**src/rtl/sram_lsu_pkg.sv**
```systemverilog
// Shared types and constants for the SRAM load/store initiator.
// Optional statistics counters are enabled with SRAM_LSU_STATS_EN.
package sram_lsu_pkg;

  typedef enum logic [2:0] {
    IDLE,
    WRITE,
    RD_ISSUE,
    RD_WAIT,
    RESP
  } lsu_state_t;

  localparam logic [15:0] STAT_MAX = 16'hFFFF;

  // Wide enough for READ_LATENCY up to 4.
  localparam int unsigned LAT_W = 3;

  function automatic int unsigned addr_w(input int unsigned rf_bits);
    return 2 ** rf_bits;
  endfunction

endpackage

```
**src/rtl/sram_lsu_stats.sv**
```systemverilog
// Saturating activity counters for sram_lsu (read strobes, write strobes,
// response stall cycles); only instantiated under SRAM_LSU_STATS_EN.
module sram_lsu_stats
  import sram_lsu_pkg::*;
(
  input  logic        clk,
  input  logic        rst_n,
  input  logic        rd_strobe,
  input  logic        wr_strobe,
  input  logic        stall,
  output logic [15:0] stat_reads,
  output logic [15:0] stat_writes,
  output logic [15:0] stat_stall
);

  logic [15:0] reads_q, reads_d;
  logic [15:0] writes_q, writes_d;
  logic [15:0] stall_q, stall_d;

  always_comb begin
    reads_d  = reads_q;
    writes_d = writes_q;
    stall_d  = stall_q;
    if (rd_strobe && (reads_q != STAT_MAX)) reads_d = reads_q + 16'd1;
    if (wr_strobe && (writes_q != STAT_MAX)) writes_d = writes_q + 16'd1;
    if (stall && (stall_q != STAT_MAX)) stall_d = stall_q + 16'd1;
  end

  always_ff @(posedge clk) begin
    if (!rst_n) begin
      reads_q  <= '0;
      writes_q <= '0;
      stall_q  <= '0;
    end else begin
      reads_q  <= reads_d;
      writes_q <= writes_d;
      stall_q  <= stall_d;
    end
  end

  assign stat_reads  = reads_q;
  assign stat_writes = writes_q;
  assign stat_stall  = stall_q;

endmodule

```
**src/rtl/sram_lsu.sv**
```systemverilog
// Load/store initiator for the lab SRAM: single-beat writes, burst reads with
// a fixed read latency, valid/ready read responses. Stats ports: SRAM_LSU_STATS_EN.
module sram_lsu
  import sram_lsu_pkg::*;
#(
  parameter int unsigned N              = 8,
  parameter int unsigned RF_addressBits = 3,
  parameter int unsigned READ_LATENCY   = 1,
  parameter int unsigned BURST_BITS     = 2,
  localparam int unsigned ADDR_W        = addr_w(RF_addressBits)
) (
  input  logic                  clk,
  input  logic                  rst_n,
  input  logic                  req_valid,
  output logic                  req_ready,
  input  logic                  req_write,
  input  logic [ADDR_W-1:0]     req_addr,
  input  logic [BURST_BITS-1:0] req_len,
  input  logic [N-1:0]          req_wdata,
  output logic                  wr_done,
  output logic                  rsp_valid,
  input  logic                  rsp_ready,
  output logic [N-1:0]          rsp_data,
  output logic                  rsp_last,
  output logic                  SRAM_readEnable,
  output logic                  SRAM_writeEnable,
  output logic [ADDR_W-1:0]     SRAM_address,
  output logic [N-1:0]          SRAM_data_in,
  input  logic [N-1:0]          SRAM_data
`ifdef SRAM_LSU_STATS_EN
  ,
  output logic [15:0]           stat_reads,
  output logic [15:0]           stat_writes,
  output logic [15:0]           stat_stall
`endif
);

  lsu_state_t            state_q, state_d;
  logic [ADDR_W-1:0]     addr_q, addr_d;
  logic [N-1:0]          wdata_q, wdata_d;
  logic [BURST_BITS-1:0] beats_q, beats_d;
  logic [LAT_W-1:0]      lat_q, lat_d;
  logic [N-1:0]          hold_q, hold_d;

  // addr_q/wdata_q drive the SRAM pins directly, so they only change on
  // entry to a strobe state and otherwise hold their last value.
  always_comb begin
    state_d = state_q;
    addr_d  = addr_q;
    wdata_d = wdata_q;
    beats_d = beats_q;
    lat_d   = lat_q;
    hold_d  = hold_q;
    case (state_q)
      IDLE: begin
        if (req_valid) begin
          addr_d = req_addr;
          if (req_write) begin
            wdata_d = req_wdata;
            state_d = WRITE;
          end else begin
            beats_d = req_len;
            state_d = RD_ISSUE;
          end
        end
      end
      WRITE: begin
        state_d = IDLE;
      end
      RD_ISSUE: begin
        lat_d   = LAT_W'(READ_LATENCY);
        state_d = RD_WAIT;
      end
      RD_WAIT: begin
        lat_d = lat_q - LAT_W'(1);
        if (lat_q <= LAT_W'(1)) begin
          lat_d   = '0;
          hold_d  = SRAM_data;
          state_d = RESP;
        end
      end
      RESP: begin
        if (rsp_ready) begin
          if (beats_q != '0) begin
            addr_d  = addr_q + ADDR_W'(1);
            beats_d = beats_q - BURST_BITS'(1);
            state_d = RD_ISSUE;
          end else begin
            state_d = IDLE;
          end
        end
      end
      default: state_d = IDLE;
    endcase
  end

  always_ff @(posedge clk) begin
    if (!rst_n) begin
      state_q <= IDLE;
      addr_q  <= '0;
      wdata_q <= '0;
      beats_q <= '0;
      lat_q   <= '0;
      hold_q  <= '0;
    end else begin
      state_q <= state_d;
      addr_q  <= addr_d;
      wdata_q <= wdata_d;
      beats_q <= beats_d;
      lat_q   <= lat_d;
      hold_q  <= hold_d;
    end
  end

  assign req_ready        = (state_q == IDLE);
  assign SRAM_writeEnable = (state_q == WRITE);
  assign wr_done          = (state_q == WRITE);
  assign SRAM_readEnable  = (state_q == RD_ISSUE);
  assign rsp_valid        = (state_q == RESP);
  assign rsp_last         = (state_q == RESP) && (beats_q == '0);
  assign rsp_data         = hold_q;
  assign SRAM_address     = addr_q;
  assign SRAM_data_in     = wdata_q;

`ifdef SRAM_LSU_STATS_EN
  sram_lsu_stats u_stats (
    .clk         (clk),
    .rst_n       (rst_n),
    .rd_strobe   (SRAM_readEnable),
    .wr_strobe   (SRAM_writeEnable),
    .stall       (rsp_valid && !rsp_ready),
    .stat_reads  (stat_reads),
    .stat_writes (stat_writes),
    .stat_stall  (stat_stall)
  );
`endif

endmodule

```
**config.mk**
```make
export PLATFORM = sky130hd
export DESIGN_NAME = sram_lsu
export DESIGN_NICKNAME = d
export VERILOG_FILES = /design/src/rtl/sram_lsu_pkg.sv /design/src/rtl/sram_lsu_stats.sv /design/src/rtl/sram_lsu.sv
export SDC_FILE = /design/constraint.sdc
export NUM_CORES = 1
export LEC_CHECK = 0
export CAP_MARGIN = 0
export CORE_ASPECT_RATIO = 1.4
export CORE_MARGIN = 10
export CORE_UTILIZATION = 45
export CTS_CLUSTER_DIAMETER = 120
export CTS_CLUSTER_SIZE = 8
export DETAILED_ROUTE_END_ITERATION = 6
export GPL_ROUTABILITY_DRIVEN = 0
export PLACE_DENSITY_LB_ADDON = 0.15
export REMOVE_ABC_BUFFERS = 1
export SYNTH_ARGS = -nofsm -noshare
export SYNTH_HDL_FRONTEND = slang
export SYNTH_SLANG_ARGS = --single-unit
```
**constraint.sdc**
```tcl
create_clock -name clk -period 3.5 [get_ports clk]
set_input_delay 0.35 -clock clk [delete_from_list [all_inputs] [get_ports clk]]
set_output_delay 0.35 -clock clk [all_outputs]
set_load 0.05 [all_outputs]
```
# Word level (Yosys, flattened, before mapping)
# Cells that the tools add are included.
[word_totals]
wordCells = 47
output_inout_bits = 30
input_bits = 31
latch_bits = 0
ram_bits = 0
rom_bits = 0
mem_count = 0
regBits = 32
[op_classes]
n_reduce_logical = 11
n_mul = 0
bitwise_logic = 0
n_lt_le_gt_ge = 1
n_eq_ne = 9
n_addsub = 3
shifts = 0
muxes = 17
div = 0
[ops]
columns = ["op", "count"]
rows = [
  ["$mux 8", 3],
  ["$pmux 8 s2", 1],
  ["$mux 2", 6],
  ["$mux 3", 4],
  ["$pmux 3 s4", 1],
  ["$add 8x1->8 const B", 1],
  ["$eq 3x2->1 const B", 2],
  ["$ne 2x2->1 const B", 3],
  ["$pmux 3 s2", 1],
  ["$reduce_and 3->1", 2],
  ["$reduce_bool 2->1", 3],
  ["$reduce_and 5->1", 1],
  ["$ne 2x1->1 const B", 2],
  ["$pmux 2 s2", 1],
  ["$reduce_and 4->1", 1],
  ["$eq 3x1->1 const B", 1],
  ["$eq 3x3->1 const B", 1],
  ["$le 3x1->1 const B", 1],
  ["$logic_not 3->1", 1],
  ["$sub 3x1->3 const B", 1],
  ["$logic_not 2->1", 1],
  ["$reduce_and 2->1", 1],
  ["$sub 2x1->2 const B", 1],
  ["$logic_and 1x1->1", 1],
]

# Depth between registers and ports, before layout
[depth]
word_depth = 4
mapped_depth = 7
mapped_depth_nobuf = 6

# Worst setup path before layout
# Ideal clock, no wire load.
[synth_path]
kind = "reg-to-reg"
from = "register state_q[0]"
to = "register wdata_q[3] (netlist: SRAM_data_in[3])"
arrival_ns = 2.380
path_slack_ns = 0.993
path_stages_with_launch = 6
synth_period_minus_slack_ns = 2.507
path_buffers = 1
t_required_ns = 3.372
setup_ns = 0.128
cell_sequence = "dfxtp_1 -> buf_2 -> nor3_1 -> nand3_2 -> mux2i_1 -> nor2_1"
[synth_between]
elab_chain_len = 2
[synth_rtl]
columns = ["item", "line_no", "text"]
rows = [
  ["start, declared", "sram_lsu.sv:38", "lsu_state_t state_q, state_d;"],
  ["start signal, assigned", "sram_lsu.sv:106", "state_q <= state_d;"],
  ["$logic_not 3->1", "-", ""],
  ["via req_ready", "sram_lsu.sv:15", "output logic req_ready,"],
  ["$reduce_and 3->1 (no line)", "-", ""],
  ["end signal, assigned", "sram_lsu.sv:108", "wdata_q <= wdata_d;"],
  ["end, declared", "sram_lsu.sv:40", "logic [N-1:0] wdata_q, wdata_d;"],
]
# The timed path passes the listed nets, and every way through them passes these cells.
# A chain may end at the register's enable or synchronous reset.

# Final worst setup path
[layout_path]
from = "register state_q[2]"
to = "output rsp_valid"
[layout_between]
elab_chain_len = 1
[layout_rtl]
columns = ["item", "line_no", "text"]
rows = [
  ["$eq 3x3->1", "sram_lsu.sv:119", "assign rsp_valid = (state_q == RESP);"],
  ["end, declared", "sram_lsu.sv:21", "output logic rsp_valid,"],
]
# Every way passes these cells.

==> impl_metrics.yaml <==
outcome:
  status: "finished, final reports clean"
logic_synthesis:
  synth_area_um2: 1560
  syn_inst: 177
  ys_async_sr_fraction: 0
  yosysUniqueCellTypes: 42
  synth_top_flop_cell: "dfxtp_1"
  synth_seq_cells: 32
  post_synth.cell_area_avg_um2: 8.79
  synth_edf_count: 0
  yosysSeqAreaShare: 0.412
  synth_warnings: 0
setup_path:
  crit_buf_inv: 2
  crit_required_ps: 3150
  crit_family: "buffers and inverters"
  arrival_ps: 2370
  startpoint: "state_q[2]"
  path_cells: "or3b_4, clkinv_1, clkdlybuf4s50_1"
  ff2ff_path_depth: 6
  max_stage_delay_ps: 840
  rrSetupSlack_ps: 1760
  crit_path_max_fanout: 22
  critPathCaptureType: "output pin"
  r2r-start: "beats_q[0]"
  slowest_stage: "clkdlybuf4s50_1"
  critPathLaunchType: "flop"
  critical_path_class: "flop to output pin"
  rr_endpoint: "SRAM_address[0]"
power:
  max-vdd-ir-drop_mv: 0.318
  p_int_mw: 0.737
  seq_power_share: 0.396
  pwr_density_cell_nw_per_um2: 449
  p_leak_nw: 0.927
  power.switching_mw: 0.292
  clkPwrFrac: 0.369
  p_comb_frac: 0.235
  swShare: 0.284
cells_and_area:
  final_nets: 272
  n_antenna_cell: 0
  nFillCells: 276
  final_layout_size_suffix_gt1_frac: 0.0588
  ff_latch_area_um2: 641
  multi_input_area_um2: 842
  stdcell_count: 278
  area_growth_pct: 47.5
placed_design:
  dpl.cell_count: 270
  place_ws_ps: 1110
  dpl.hpwl_um: 3300
  portBuffers: 60
sta:
  finClkSkew_ps: 2.74
  rsz0062_at_grt: "no"
  fin_crit_ps: 2720
  worst_pin_slew_ps: 657
  finalSetupTns_ps: 0
  relSlewSlack: 0.557
  fin_crit_sh: 0.777
  slew_viol_final: 0
  max_freq_ghz: 0.368
  setup_violations: 0
  fin_ws_ps: 782
  hold_viol_final: 0
global_route:
  grt_pass1_vias: 1523
  grt_pass1_wl_um: 7060
  grt_util_all_layers: 0.137
  grt_max_degree: 23
  grt_overflow: 0
  grt_antenna_before_repair: 0
drt:
  ant_nets: 0
  viasPerCell: 5.40
  drc_errors: 0
  vias: 1501
  wl_per_cell_um: 15.4
  first_pass_iters: 4
  wirelength_um: 4280
  first_iter_violations: 89
clocking:
  cts_root_buffer: "clkbuf_8"
  cts_setup_buffers: 0
  cts-buffers-inserted: 5
  postCtsHoldBufs: 0
  cts_resized: 0
  cts.sinks: 32
  clk_pin_slew_ps: 60
  clkLatencyLatePin_ps: 280
  htreeDepth: 2
  cts_tree: "yes"
  cts_buffer_depth: 2
worst_hold_path:
  hp-class: "flop to flop"
  min_from: "rsp_data[3]"
  min_to: "rsp_data[3]"
  min_path_cells: 2
die:
  initial_core_util: 0.465
  fp-row-count: 25
  pin_count: 61
  core_area_um2: 3350
  die_w_um: 69.7
  fp.dieArea_um2: 6240
  die_h_um: 89.6
job:
  drv_cap: 0
==> worst reg2reg max path, stage by stage (launching register included) <==
cell,delay (ps)
dfxtp_1,300
inv_1,100
ha_1,170
and3b_1,200
o21ai_0,530
nor2_1,120
o211a_1,220
==> cells in the final DEF (no fill, tap or decap), types with 2 or more instances in the layout <==
cell	count
o211a_1	4
ha_1	4
clkbuf_8	7
nor2b_1	5
o211ai_1	2
a211oi_1	2
nand3_1	4
nor3_1	4
o22ai_1	2
o21ai_0	8
inv_1	5
nand2_1	16
nor3b_1	3
mux2i_1	16
clkinv_1	2
or4b_1	2
dfxtp_1	32
o21bai_1	2
a21oi_1	10
clkdlybuf4s50_1	60
nor2_1	26
a21boi_0	2
==> synthesized netlist by cell type (2+ instances only) <==
library cell | n | area share
o22ai_1 | 2 | 0.0080
nor2b_1 | 5 | 0.020
dfxtp_1 | 32 | 0.41
o21bai_1 | 2 | 0.0097
or4b_1 | 2 | 0.013
nor3b_1 | 3 | 0.014
ha_1 | 4 | 0.032
inv_1 | 5 | 0.012
a21boi_0 | 2 | 0.0097
nand2_1 | 16 | 0.039
mux2i_1 | 16 | 0.10
nor3_1 | 4 | 0.013
a211oi_1 | 2 | 0.0097
o21ai_0 | 8 | 0.026
o211ai_1 | 2 | 0.0097
clkbuf_1 | 2 | 0.0048
buf_2 | 4 | 0.013
o211a_1 | 4 | 0.026
a21oi_1 | 10 | 0.032
nand3_1 | 4 | 0.013
nor2_1 | 26 | 0.063
clkinv_1 | 2 | 0.0048
==> state kept, by name (all words and copies together), names as in the netlist <==
signal,count
SRAM_address,8
SRAM_data_in,8
beats_q,2
lat_q,3
rsp_data,8
state_q,3
==> worst max path at each step <==
stage	depth (start not counted)	endpoint	slack [ps]
2_1_floorplan	1	SRAM_writeEnable	470
3_3_place_gp	3	rsp_valid	1150
3_5_place_dp	3	rsp_valid	1110
4_1_cts	3	rsp_valid	800
5_1_grt	3	rsp_valid	700
6_report	3	rsp_valid	780
==> per-layer routing <==
metal	share of wire	up-vias	global-route usage
met4	0.014	0	0.0486
met2	0.51	51	0.243
met3	0.090	6	0.0633
li1	-	747	-
met5	0	-	0
met1	0.39	697	0.139
==> metrics by stage <==
stage               instance area, um^2  power, mW  hold slack, ps  utilization
finish                             2290       1.03             492        0.685
global route                       2290       1.07             513        0.685
floorplan                          1510      0.558             454            -
detailed placement                 2170      0.658             484        0.647
CTS                                2290       1.04             495        0.685
global placement                   2170      0.652             474        0.647
==> layout make-up <==
cell class	count	area share
clock buffers	7	0.0420
clock inverters	1	0.0131
inverters	7	0.0115
multi-input cells	130	0.367
flip-flops and latches	32	0.279
well taps	40	0.0218
repair buffers	61	0.265
==> logic make-up (layout without fill, tap and decap cells) <==
family,after synthesis,after routing,share of synthesized area
and+or+nand+nor,70,70,0.233
adders and majority gates,4,4,0.0322
buffers and inverters,15,76,0.0467
muxes,16,16,0.103
AOI/OAI and AO/OA,40,40,0.173
DFF,32,32,0.412
==> power groups by stage <==
stage               clock (mW)  combinational, mW  sequential [mW]
finish                   0.380              0.242            0.408
detailed placement           0              0.243            0.415
CTS                      0.387              0.244            0.407
global route             0.402              0.260            0.411
global placement             0              0.239            0.414
floorplan                    0             0.0933            0.464
Note: power is estimated with default switching activity, not from simulation.
